===== config.mk =====
export PLATFORM = sky130hd
export DESIGN_NAME = regfl_2r1w_flat
export DESIGN_NICKNAME = d
export VERILOG_FILES = /design/src/rtl/ipu_pkg.sv /design/src/rtl/regfl_2r1w_if.sv /design/src/rtl/regfl_clr_fsm.sv /design/src/rtl/regfl_2r1w.sv /design/src/flat_wrapper.sv
export SDC_FILE = /design/constraint.sdc
export NUM_CORES = 1
export LEC_CHECK = 0
export CAP_MARGIN = 20
export CORE_MARGIN = 2
export CORE_UTILIZATION = 35
export DETAILED_ROUTE_END_ITERATION = 8
export PLACE_DENSITY = 0.53
export SYNTH_ARGS = -nofsm -noshare
export SYNTH_HDL_FRONTEND = slang
export SYNTH_SLANG_ARGS = --single-unit

===== constraint.sdc =====
create_clock -name clk -period 2.5 [get_ports clk]
set_input_delay 0.75 -clock clk [delete_from_list [all_inputs] [get_ports clk]]
set_output_delay 0.75 -clock clk [all_outputs]
set_load 0.02 [all_outputs]

===== src/rtl/ipu_pkg.sv =====
// ----------------------------------------------------------------------------
// ipu_pkg
// Shared definitions for the IPU register file: default geometry and the
// clear-sweep FSM state encoding.
// ----------------------------------------------------------------------------
package ipu_pkg;

    localparam int IPU_W      = 3;   // address width, depth = 2**IPU_W
    localparam int IPU_RGST_W = 64;  // register data width

    typedef enum logic [1:0] {
        ST_IDLE = 2'b00,
        ST_CLR  = 2'b01,
        ST_DONE = 2'b10
    } clr_state_e;

    // Number of registers for a given address width.
    function automatic int unsigned regfl_depth(input int unsigned w);
        return 32'd1 << w;
    endfunction

endpackage


===== src/rtl/regfl_2r1w_if.sv =====
// ----------------------------------------------------------------------------
// regfl_2r1w_if
// Bus bundle of the 2-read/1-write register file.
//   master : write port (we/wa/wd), read requests (re0/ra0, re1/ra1), clr_req
//   slave  : registered read data (rd0/rd1), sweep status (busy, clr_done),
//            discarded-write pulse (wr_drop)
// ----------------------------------------------------------------------------
interface regfl_2r1w_if import ipu_pkg::*; #(
    parameter int W      = IPU_W,
    parameter int RGST_W = IPU_RGST_W
);

    logic              we;
    logic [W-1:0]      wa;
    logic [RGST_W-1:0] wd;
    logic              re0;
    logic [W-1:0]      ra0;
    logic              re1;
    logic [W-1:0]      ra1;
    logic [RGST_W-1:0] rd0;
    logic [RGST_W-1:0] rd1;
    logic              clr_req;
    logic              busy;
    logic              clr_done;
    logic              wr_drop;

    modport master (
        output we, wa, wd, re0, ra0, re1, ra1, clr_req,
        input  rd0, rd1, busy, clr_done, wr_drop
    );

    modport slave (
        input  we, wa, wd, re0, ra0, re1, ra1, clr_req,
        output rd0, rd1, busy, clr_done, wr_drop
    );

endinterface


===== src/rtl/regfl_clr_fsm.sv =====
// ----------------------------------------------------------------------------
// regfl_clr_fsm
// Clear-all sequencer: walks a W-bit counter over every register address,
// one per cycle, then emits a one-cycle done pulse.
//   clk, rst_b    : clock, asynchronous active-low reset
//   clr_req_i     : start a sweep (only honoured while idle)
//   idle_o        : FSM is idle; user writes and bypass are allowed
//   busy_o        : sweep in progress (registered state decode)
//   clr_done_o    : single-cycle pulse after the last address is cleared
//   clr_we_o      : write strobe for the array clear
//   clr_addr_o    : address being cleared this cycle
// ----------------------------------------------------------------------------
module regfl_clr_fsm import ipu_pkg::*; #(
    parameter int W = IPU_W
) (
    input  logic         clk,
    input  logic         rst_b,
    input  logic         clr_req_i,
    output logic         idle_o,
    output logic         busy_o,
    output logic         clr_done_o,
    output logic         clr_we_o,
    output logic [W-1:0] clr_addr_o
);

    clr_state_e   state_q, state_d;
    logic [W-1:0] cnt_q, cnt_d;

    always_ff @(posedge clk or negedge rst_b) begin
        if (!rst_b) begin
            state_q <= ST_IDLE;
            cnt_q   <= '0;
        end else begin
            state_q <= state_d;
            cnt_q   <= cnt_d;
        end
    end

    always_comb begin
        state_d = state_q;
        cnt_d   = cnt_q;
        unique case (state_q)
            ST_IDLE: begin
                if (clr_req_i) begin
                    state_d = ST_CLR;
                    cnt_d   = '0;
                end
            end
            ST_CLR: begin
                // Counter wraps back to 0 on the last address, leaving it
                // ready for the next sweep.
                cnt_d = cnt_q + W'(1);
                if (cnt_q == {W{1'b1}}) begin
                    state_d = ST_DONE;
                end
            end
            ST_DONE: begin
                state_d = ST_IDLE;
            end
            default: begin
                state_d = ST_IDLE;
            end
        endcase
    end

    assign idle_o     = (state_q == ST_IDLE);
    assign busy_o     = (state_q == ST_CLR);
    assign clr_done_o = (state_q == ST_DONE);
    assign clr_we_o   = (state_q == ST_CLR);
    assign clr_addr_o = cnt_q;

endmodule


===== src/rtl/regfl_2r1w.sv =====
// ----------------------------------------------------------------------------
// regfl_2r1w
// Parametrised 2-read/1-write register file for the IPU data path.
//   clk, rst_b : clock (rising edge), asynchronous active-low reset
//   bus.slave  : write port we/wa/wd; read ports re0/ra0 -> rd0 and
//                re1/ra1 -> rd1 (registered, one-cycle latency); clr_req
//                starts a clear-all sweep reported through busy/clr_done;
//                wr_drop flags a write discarded while the sweep owns the array
// Parameters:
//   W      address width (depth = 2**W)
//   RGST_W register width
//   ZERO_R 1: register 0 is hard-wired to zero
//   BYPASS 1: same-cycle write data is forwarded to a matching read
// ----------------------------------------------------------------------------
module regfl_2r1w import ipu_pkg::*; #(
    parameter int W      = IPU_W,
    parameter int RGST_W = IPU_RGST_W,
    parameter bit ZERO_R = 1'b0,
    parameter bit BYPASS = 1'b1
) (
    input  logic         clk,
    input  logic         rst_b,
    regfl_2r1w_if.slave  bus
);

    localparam int DEPTH = int'(regfl_depth(W));

    logic              idle;
    logic              busy;
    logic              clr_done;
    logic              clr_we;
    logic [W-1:0]      clr_addr;

    logic              usr_we;
    logic              wr_en;
    logic [W-1:0]      wr_addr;
    logic [RGST_W-1:0] wr_data;
    logic [DEPTH-1:0]  wr_sel;

    logic [RGST_W-1:0] regs_q [DEPTH];

    logic              re   [2];
    logic [W-1:0]      ra   [2];
    logic [RGST_W-1:0] rd_d [2];
    logic [RGST_W-1:0] rd_q [2];

    regfl_clr_fsm #(
        .W (W)
    ) u_clr_fsm (
        .clk        (clk),
        .rst_b      (rst_b),
        .clr_req_i  (bus.clr_req),
        .idle_o     (idle),
        .busy_o     (busy),
        .clr_done_o (clr_done),
        .clr_we_o   (clr_we),
        .clr_addr_o (clr_addr)
    );

    // User writes only land while idle; a write to the hard-wired zero
    // register is silently dropped (it is not a wr_drop event).
    assign usr_we = bus.we & idle & ~(ZERO_R && (bus.wa == '0));

    // The sweep owns the write port while it runs.
    assign wr_en   = clr_we | usr_we;
    assign wr_addr = clr_we ? clr_addr : bus.wa;
    assign wr_data = clr_we ? '0 : bus.wd;

    always_comb begin
        wr_sel = '0;
        if (wr_en) begin
            wr_sel[wr_addr] = 1'b1;
        end
    end

    always_ff @(posedge clk or negedge rst_b) begin
        if (!rst_b) begin
            for (int i = 0; i < DEPTH; i++) begin
                regs_q[i] <= '0;
            end
        end else begin
            for (int i = 0; i < DEPTH; i++) begin
                if (wr_sel[i]) begin
                    regs_q[i] <= wr_data;
                end
            end
        end
    end

    assign re[0] = bus.re0;
    assign re[1] = bus.re1;
    assign ra[0] = bus.ra0;
    assign ra[1] = bus.ra1;

    // Read data next-state; the zero register check comes first so it also
    // overrides the bypass path.
    always_comb begin
        for (int p = 0; p < 2; p++) begin
            rd_d[p] = rd_q[p];
            if (re[p]) begin
                if (ZERO_R && (ra[p] == '0)) begin
                    rd_d[p] = '0;
                end else if (BYPASS && bus.we && idle && (ra[p] == bus.wa)) begin
                    rd_d[p] = bus.wd;
                end else begin
                    rd_d[p] = regs_q[ra[p]];
                end
            end
        end
    end

    always_ff @(posedge clk or negedge rst_b) begin
        if (!rst_b) begin
            for (int p = 0; p < 2; p++) begin
                rd_q[p] <= '0;
            end
        end else begin
            for (int p = 0; p < 2; p++) begin
                rd_q[p] <= rd_d[p];
            end
        end
    end

    assign bus.rd0      = rd_q[0];
    assign bus.rd1      = rd_q[1];
    assign bus.busy     = busy;
    assign bus.clr_done = clr_done;
    // Any write attempted while the sweep or its done cycle is active is lost.
    assign bus.wr_drop  = bus.we & ~idle;

endmodule

===== src/flat_wrapper.sv =====
// flat-port wrapper written by rule: the top's interface ports become plain ports
module regfl_2r1w_flat import ipu_pkg::*;
#(
    parameter int W      = IPU_W,
    parameter int RGST_W = IPU_RGST_W,
    parameter bit ZERO_R = 1'b0,
    parameter bit BYPASS = 1'b1
)
  (clk, rst_b, bus_we, bus_wa, bus_wd, bus_re0, bus_ra0, bus_re1, bus_ra1, bus_clr_req, bus_rd0, bus_rd1, bus_busy, bus_clr_done, bus_wr_drop);
  regfl_2r1w_if #(.W(W), .RGST_W(RGST_W)) bus_i ();
  input  logic clk;
  input  logic rst_b;
  input wire logic [$bits(bus_i.we)-1:0] bus_we;
  input wire logic [$bits(bus_i.wa)-1:0] bus_wa;
  input wire logic [$bits(bus_i.wd)-1:0] bus_wd;
  input wire logic [$bits(bus_i.re0)-1:0] bus_re0;
  input wire logic [$bits(bus_i.ra0)-1:0] bus_ra0;
  input wire logic [$bits(bus_i.re1)-1:0] bus_re1;
  input wire logic [$bits(bus_i.ra1)-1:0] bus_ra1;
  input wire logic [$bits(bus_i.clr_req)-1:0] bus_clr_req;
  output wire logic [$bits(bus_i.rd0)-1:0] bus_rd0;
  output wire logic [$bits(bus_i.rd1)-1:0] bus_rd1;
  output wire logic [$bits(bus_i.busy)-1:0] bus_busy;
  output wire logic [$bits(bus_i.clr_done)-1:0] bus_clr_done;
  output wire logic [$bits(bus_i.wr_drop)-1:0] bus_wr_drop;
  assign bus_i.we = bus_we;
  assign bus_i.wa = bus_wa;
  assign bus_i.wd = bus_wd;
  assign bus_i.re0 = bus_re0;
  assign bus_i.ra0 = bus_ra0;
  assign bus_i.re1 = bus_re1;
  assign bus_i.ra1 = bus_ra1;
  assign bus_i.clr_req = bus_clr_req;
  assign bus_rd0 = bus_i.rd0;
  assign bus_rd1 = bus_i.rd1;
  assign bus_busy = bus_i.busy;
  assign bus_clr_done = bus_i.clr_done;
  assign bus_wr_drop = bus_i.wr_drop;
  regfl_2r1w #(.W(W), .RGST_W(RGST_W), .ZERO_R(ZERO_R), .BYPASS(BYPASS)) u_core (.clk(clk), .rst_b(rst_b), .bus(bus_i));
endmodule

## After elaboration in Yosys (flattened, before gate mapping)

Index checks and enable logic that the tools add are counted.

- Input port bits: 79
- Register bits: 645

- Reductions and logical operators: 8
- Order comparisons: 4
- Add/subtract/negate cells: 1
- Equality and inequality tests: 7
- Mux-type cells: 18
- Bitwise gates (word level): 6

Operator list:

| cell | count |
|---|---|
| 64-bit 2-to-1 mux | 7 |
| 64-bit binary-select mux with 3-bit select | 2 |
| 4-bit >= comparator, second input constant | 2 |
| 8-bit 2-to-1 mux | 1 |
| 3-bit NOT with 4-bit output | 2 |
| 3-bit equality test | 2 |
| 3-bit 2-to-1 mux | 2 |
| 3-bit one-hot mux with 2 select lines | 1 |
| 1-bit logical AND | 4 |
| 3-bit by 4-bit less-than comparator with 1-bit output, second input constant | 1 |
| 2-bit 2-to-1 mux | 2 |
| 2-bit != test, second input constant | 2 |
| 2-bit one-hot mux with 2 select lines | 1 |
| 2-bit AND reduction | 2 |
| 3-bit by 1-bit adder with 3-bit output, second input constant | 1 |
| 1-bit demux with 3-bit select | 1 |
| 3-bit equality test, second input constant | 1 |
| 3-bit by 1-bit >= comparator with 1-bit output, second input constant | 1 |
| 1-bit bitwise AND | 2 |
| 2-bit by 1-bit equality test with 1-bit output, second input constant | 1 |
| 2-bit equality test, second input constant | 1 |
| 2-bit zero test | 1 |
| 2-bit nonzero test | 1 |
| 1-bit 2-to-1 mux | 1 |
| 2 further kinds | 2 |

## Logic depth before layout (Yosys ltp)

- Depth in word-level cells: 7
- Gate-level depth with buffers: 7
- Depth with buffers taken out: 5

## By module

From an unflattened synthesis, not the netlist that was laid out.

- Cells, all modules: 2134
- Area total of the unflattened synthesis: 32835.2 um2

By module, submodules not included:

| module | times used | sequential area each (um2) | area an instance (um2) | cells each |
|---|---|---|---|---|
| regfl_2r1w | 1 | 16015.4 | 32605.0 | 2117 |
| regfl_clr_fsm | 1 | 125.1 | 230.2 | 17 |

## Least setup slack after synthesis

OpenSTA, ideal clock, no wires.

- Path type: input port to flip-flop
- From: input bus_ra1[0]
- To: register u_core.rd_q, in the netlist u_core.bus.rd1[13]
- Arrival time: 2.480 ns
- Path buffers: 3
- Setup slack: -0.106 ns
- Stages on the path: 6
- Library setup time: 0.126 ns
- Data required time: 2.374 ns
- Cell sequence: clkbuf_1 -> clkbuf_1 -> buf_2 -> mux4_2 -> mux2_2 -> a221o_1

- Word-level cells in the longest chain between the ends: 5
- Elaborated cells between the ends (all ways): 7
- Classes of those cells: eq/ne (1); mux (4); bitwise (1); reduce/logical (1)

RTL lines:

| what | line | text |
|---|---|---|
| start, declared | flat_wrapper.sv:19 | `input wire logic [$bits(bus_i.ra1)-1:0] bus_ra1;` |
| 3-bit NOT with 4-bit output (implied by the code) | regfl_2r1w.sv:106 | `rd_d[p] = regs_q[ra[p]];` |
| 64-bit binary-select mux with 3-bit select | regfl_2r1w.sv:106 |  |
| 64-bit 2-to-1 mux (implied by the code) (2 in series) | regfl_2r1w.sv:106 |  |
| 64-bit 2-to-1 mux * | regfl_2r1w.sv:103 | `end else if (BYPASS && bus.we && idle && (ra[p] == bus.wa)) begin` |
| end signal, assigned by index | regfl_2r1w.sv:119 | `rd_q[p] <= rd_d[p];` |
| end, declared | regfl_2r1w.sv:45 | `logic [RGST_W-1:0] rd_q [2];` |

Mark *: on every way between the ends. The rest lies on a longest branch, timed or not. The select of a mux whose other input is x is not followed.
A chain may end at the register's enable or synchronous reset.

## Worst setup path in the final report

- From: register u_core.rd_q, in the netlist u_core.bus.rd0[6]
- To: output bus_rd0[6]

RTL lines:

| what | line | text |
|---|---|---|
| end, declared | flat_wrapper.sv:21 | `output wire logic [$bits(bus_i.rd0)-1:0] bus_rd0;` |

No word-level cell between the ends.

==> summary.txt <==
Timing
  • Tightest Pin Transition: 0.5668 ns
  • Tcrit/Tclk final: 0.9743
  • Peak Freq: 410.5 MHz
  • Final setup violation count: 0
  • Worst Skew: 0.02752 ns
  • RSZ-0062 raised after global routing: no
  • Pins Over Slew Limit: 0
  • Fin. Hold Viols: 0
  • Min cycle time layout: 2.436 ns
  • Hold slack: 0.04237 ns
  • Normalized max-slew margin: 0.6222
  • Setup TNS: 0 ns

Synthesis
  • Synthesized area per cell: 15.26 sq um
  • Post-synthesis mux area share: 0.3924
  • Adder-cell share of the synthesized area: 0.0007628
  • Top FF cell, synth: dfrtp_1
  • Syn_nets: 2231
  • Ys async rst share: 1.000
  • Yosys warns: 0
  • Synth Area in Compound Gates: 0.04573
  • Post-synth EDFFs: 0
  • Simple-gate portion of the synthesized area: 0.03474
  • Syn Std Cell Area: 0.03281 sq mm
  • Synth unique cells: 38
  • Sequential fraction of the synthesis area: 0.4920
  • Largest family of logic cells by synthesized area: multiplexers
  • Synth Instances: 2150
  • Synth Register Bits: 645
  • XOR/XNOR Fraction of Synth Area: 0.001602

Worst setup path
  • CP max-delay cell: clkdlybuf4s50_1
  • Critical path required time: 1.75 ns
  • Crit end category: output pin
  • WP buf/inv: 1
  • CP max FO: 2
  • Critical path arrival: 1.69 ns
  • CP peak stage delay: 0.64 ns
  • Delay-heaviest family, CP: buffers and inverters
  • CP Cell Sequence: clkdlybuf4s50_1
  • Worst setup SP type: register
  • Critical Setup Path Class: register to output pin

Power
  • Leak: 18.28 nW
  • Pwr Density: 1090 mW/mm^2
  • Total power draw: 43.99 mW
  • Max IR drop VDD: 0.5247 mV

Cells and area
  • Util after Layout: 0.4337
  • Most common cell after layout, fill and taps aside: dfrtp_1
  • P&R area growth vs syn: 23.02%
  • Most frequent cells in the layout: 643 x dfrtp_1, 519 x mux2_2, 256 x mux4_2
  • Nets@finish: 2472
  • Layout cell share with drive strength beyond 1: 0.4947

Route
  • DR DRC count: 0
  • Pre-antenna DRT Iters: 5
  • Routed WL: 96.70 mm
  • Vias after detailed routing: 20580
  • Avg Vias per Cell: 5.555
  • WL per Instance: 26.11 um
  • Detailed Route Iter0 Violations: 1288
  • Remaining antenna violation count: 0

GRT
  • Global-route wire length before repair: 146.6 mm
  • Total Routing Usage GR: 0.2039
  • Vias in the first global route: 22460
  • Pin count of the biggest net entering global routing: 76
  • Initial antenna violation count: 6
  • Total congestion overflow: 0

Clock network
  • TritonCTS clock tree: built
  • Maximum buffer depth of the clock tree: 3
  • H-tree levels: 3
  • CTS Root Cell: clkbuf_16
  • Clock Sinks: 645
  • Clk_lat worst skew: 0.65 ns
  • Total CTS buffers: 77
  • Clock transition at path regs: 0.06 ns
  • Hold buffer count at CTS: 0

Worst hold path
  • Hold Crit Class: input pin to asynchronous set/reset pin

Die
  • Core box area: 0.09305 sq mm
  • Starting Density: 0.3526
  • Die ar.: 0.09620 sq mm
  • Die Ht: 310.2 um
  • # rows: 112
  • Die X: 310.2 um
  • # IOs: 210

Placement
  • # port buffers: 209
  • Placer Congestion: 0.7810
  • Detailed Place HPWL: 63.69 mm

Run
  • # Max-Cap Violations: 0

Outcome
  • Status: finished clean
## cells in the mapped netlist (5+ instances only)
cell type | count | area (sq um)
dfrtp_1 | 645 | 16140
mux2_2 | 519 | 5844
mux4_2 | 256 | 5766
clkbuf_1 | 122 | 457.9
nand2_1 | 102 | 382.9
mux2i_1 | 97 | 970.9
o221a_2 | 95 | 1070
buf_2 | 76 | 380.4
and2_1 | 66 | 412.9
nor2b_1 | 36 | 225.2
a221o_1 | 33 | 330.3
mux2_1 | 26 | 292.8
buf_1 | 23 | 86.33
buf_6 | 8 | 90.09
buf_4 | 7 | 52.55
xor2_1 | 6 | 52.55
nand2_2 | 5 | 31.28
## timing repair
item,CTS,global route
gates cloned,0,0
endpoints found under the setup margin,7,4
resized for setup,16,3
setup buffers,0,2
## area by class of cell
cell class	count	area [sq um]
well taps	1254	1569
diodes	2	5.005
clock inverters	25	220.2
fillers	8378	52690
multi-input cells	1267	15660
flip-flops and latches	645	16140
repair buffers	398	4543
inverters	2	7.507
clock buffers	111	2215
## metal layers
layer / track usage / routed length (um)
met5: 0 / 9
met4: 0.04943 / 1889
met3: 0.03181 / 4706
met2: 0.3273 / 45940
met1: 0.2902 / 44160
## report_power, final
group	internal [mW]	switching (mW)
registers	14.1	2.54
clock network	6.29	4.60
logic	9.34	7.13
## flip-flops by register name (all words and copies together), names as in the netlist
signal,cells
u_core.bus.rd0,64
u_core.bus.rd1,64
u_core.regs_q,512
u_core.u_clr_fsm.clr_addr_o,3
u_core.u_clr_fsm.state_q,2
## logic make-up (layout without fill, tap and decap cells)
group,count (synthesis),count (layout)
flops,645,645
buf+inv,238,536
xor+xnor,6,6
mux,898,898
fa+ha+maj,2,2
compound gates,140,140
simple gates,221,221
other cells,0,2
## stage by stage
stage	cells	setup slack, ns	instance area, sq um
finish	3704	0.06415	40360
global route	3702	0.01970	40350
CTS	3700	0.005349	40330
detailed placement	3564	-0.5562	37900
global placement	3564	-0.5361	37900
floorplan	2150	0.05209	32830
## path summary, 6_finish.rpt
| path | endpoint | slack [ns] | depth (start not counted) | from |
|---|---|---|---|---|
| max | bus_rd0[6] | 0.06 | 1 | u_core.bus.rd0[6]$_DFFE_PN0P_ |
| min | u_core.regs_q[378]$_DFFE_PN0P_ | 0.04 | 1 | rst_b |
| max reg2reg | u_core.bus.rd0[35]$_DFFE_PN0P_ | 0.25 | 5 | u_core.u_clr_fsm.state_q[0]$_DFFE_PN0P_ |
| min in group clk | u_core.regs_q[197]$_DFFE_PN0P_ | 0.51 | 1 | u_core.regs_q[197]$_DFFE_PN0P_ |
| min reg2reg | u_core.regs_q[197]$_DFFE_PN0P_ | 0.51 | 1 | u_core.regs_q[197]$_DFFE_PN0P_ |
| max in group asynchronous | u_core.regs_q[82]$_DFFE_PN0P_ | 1.61 | 2 | rst_b |
No activity file was read; power rests on OpenSTA's default activity.
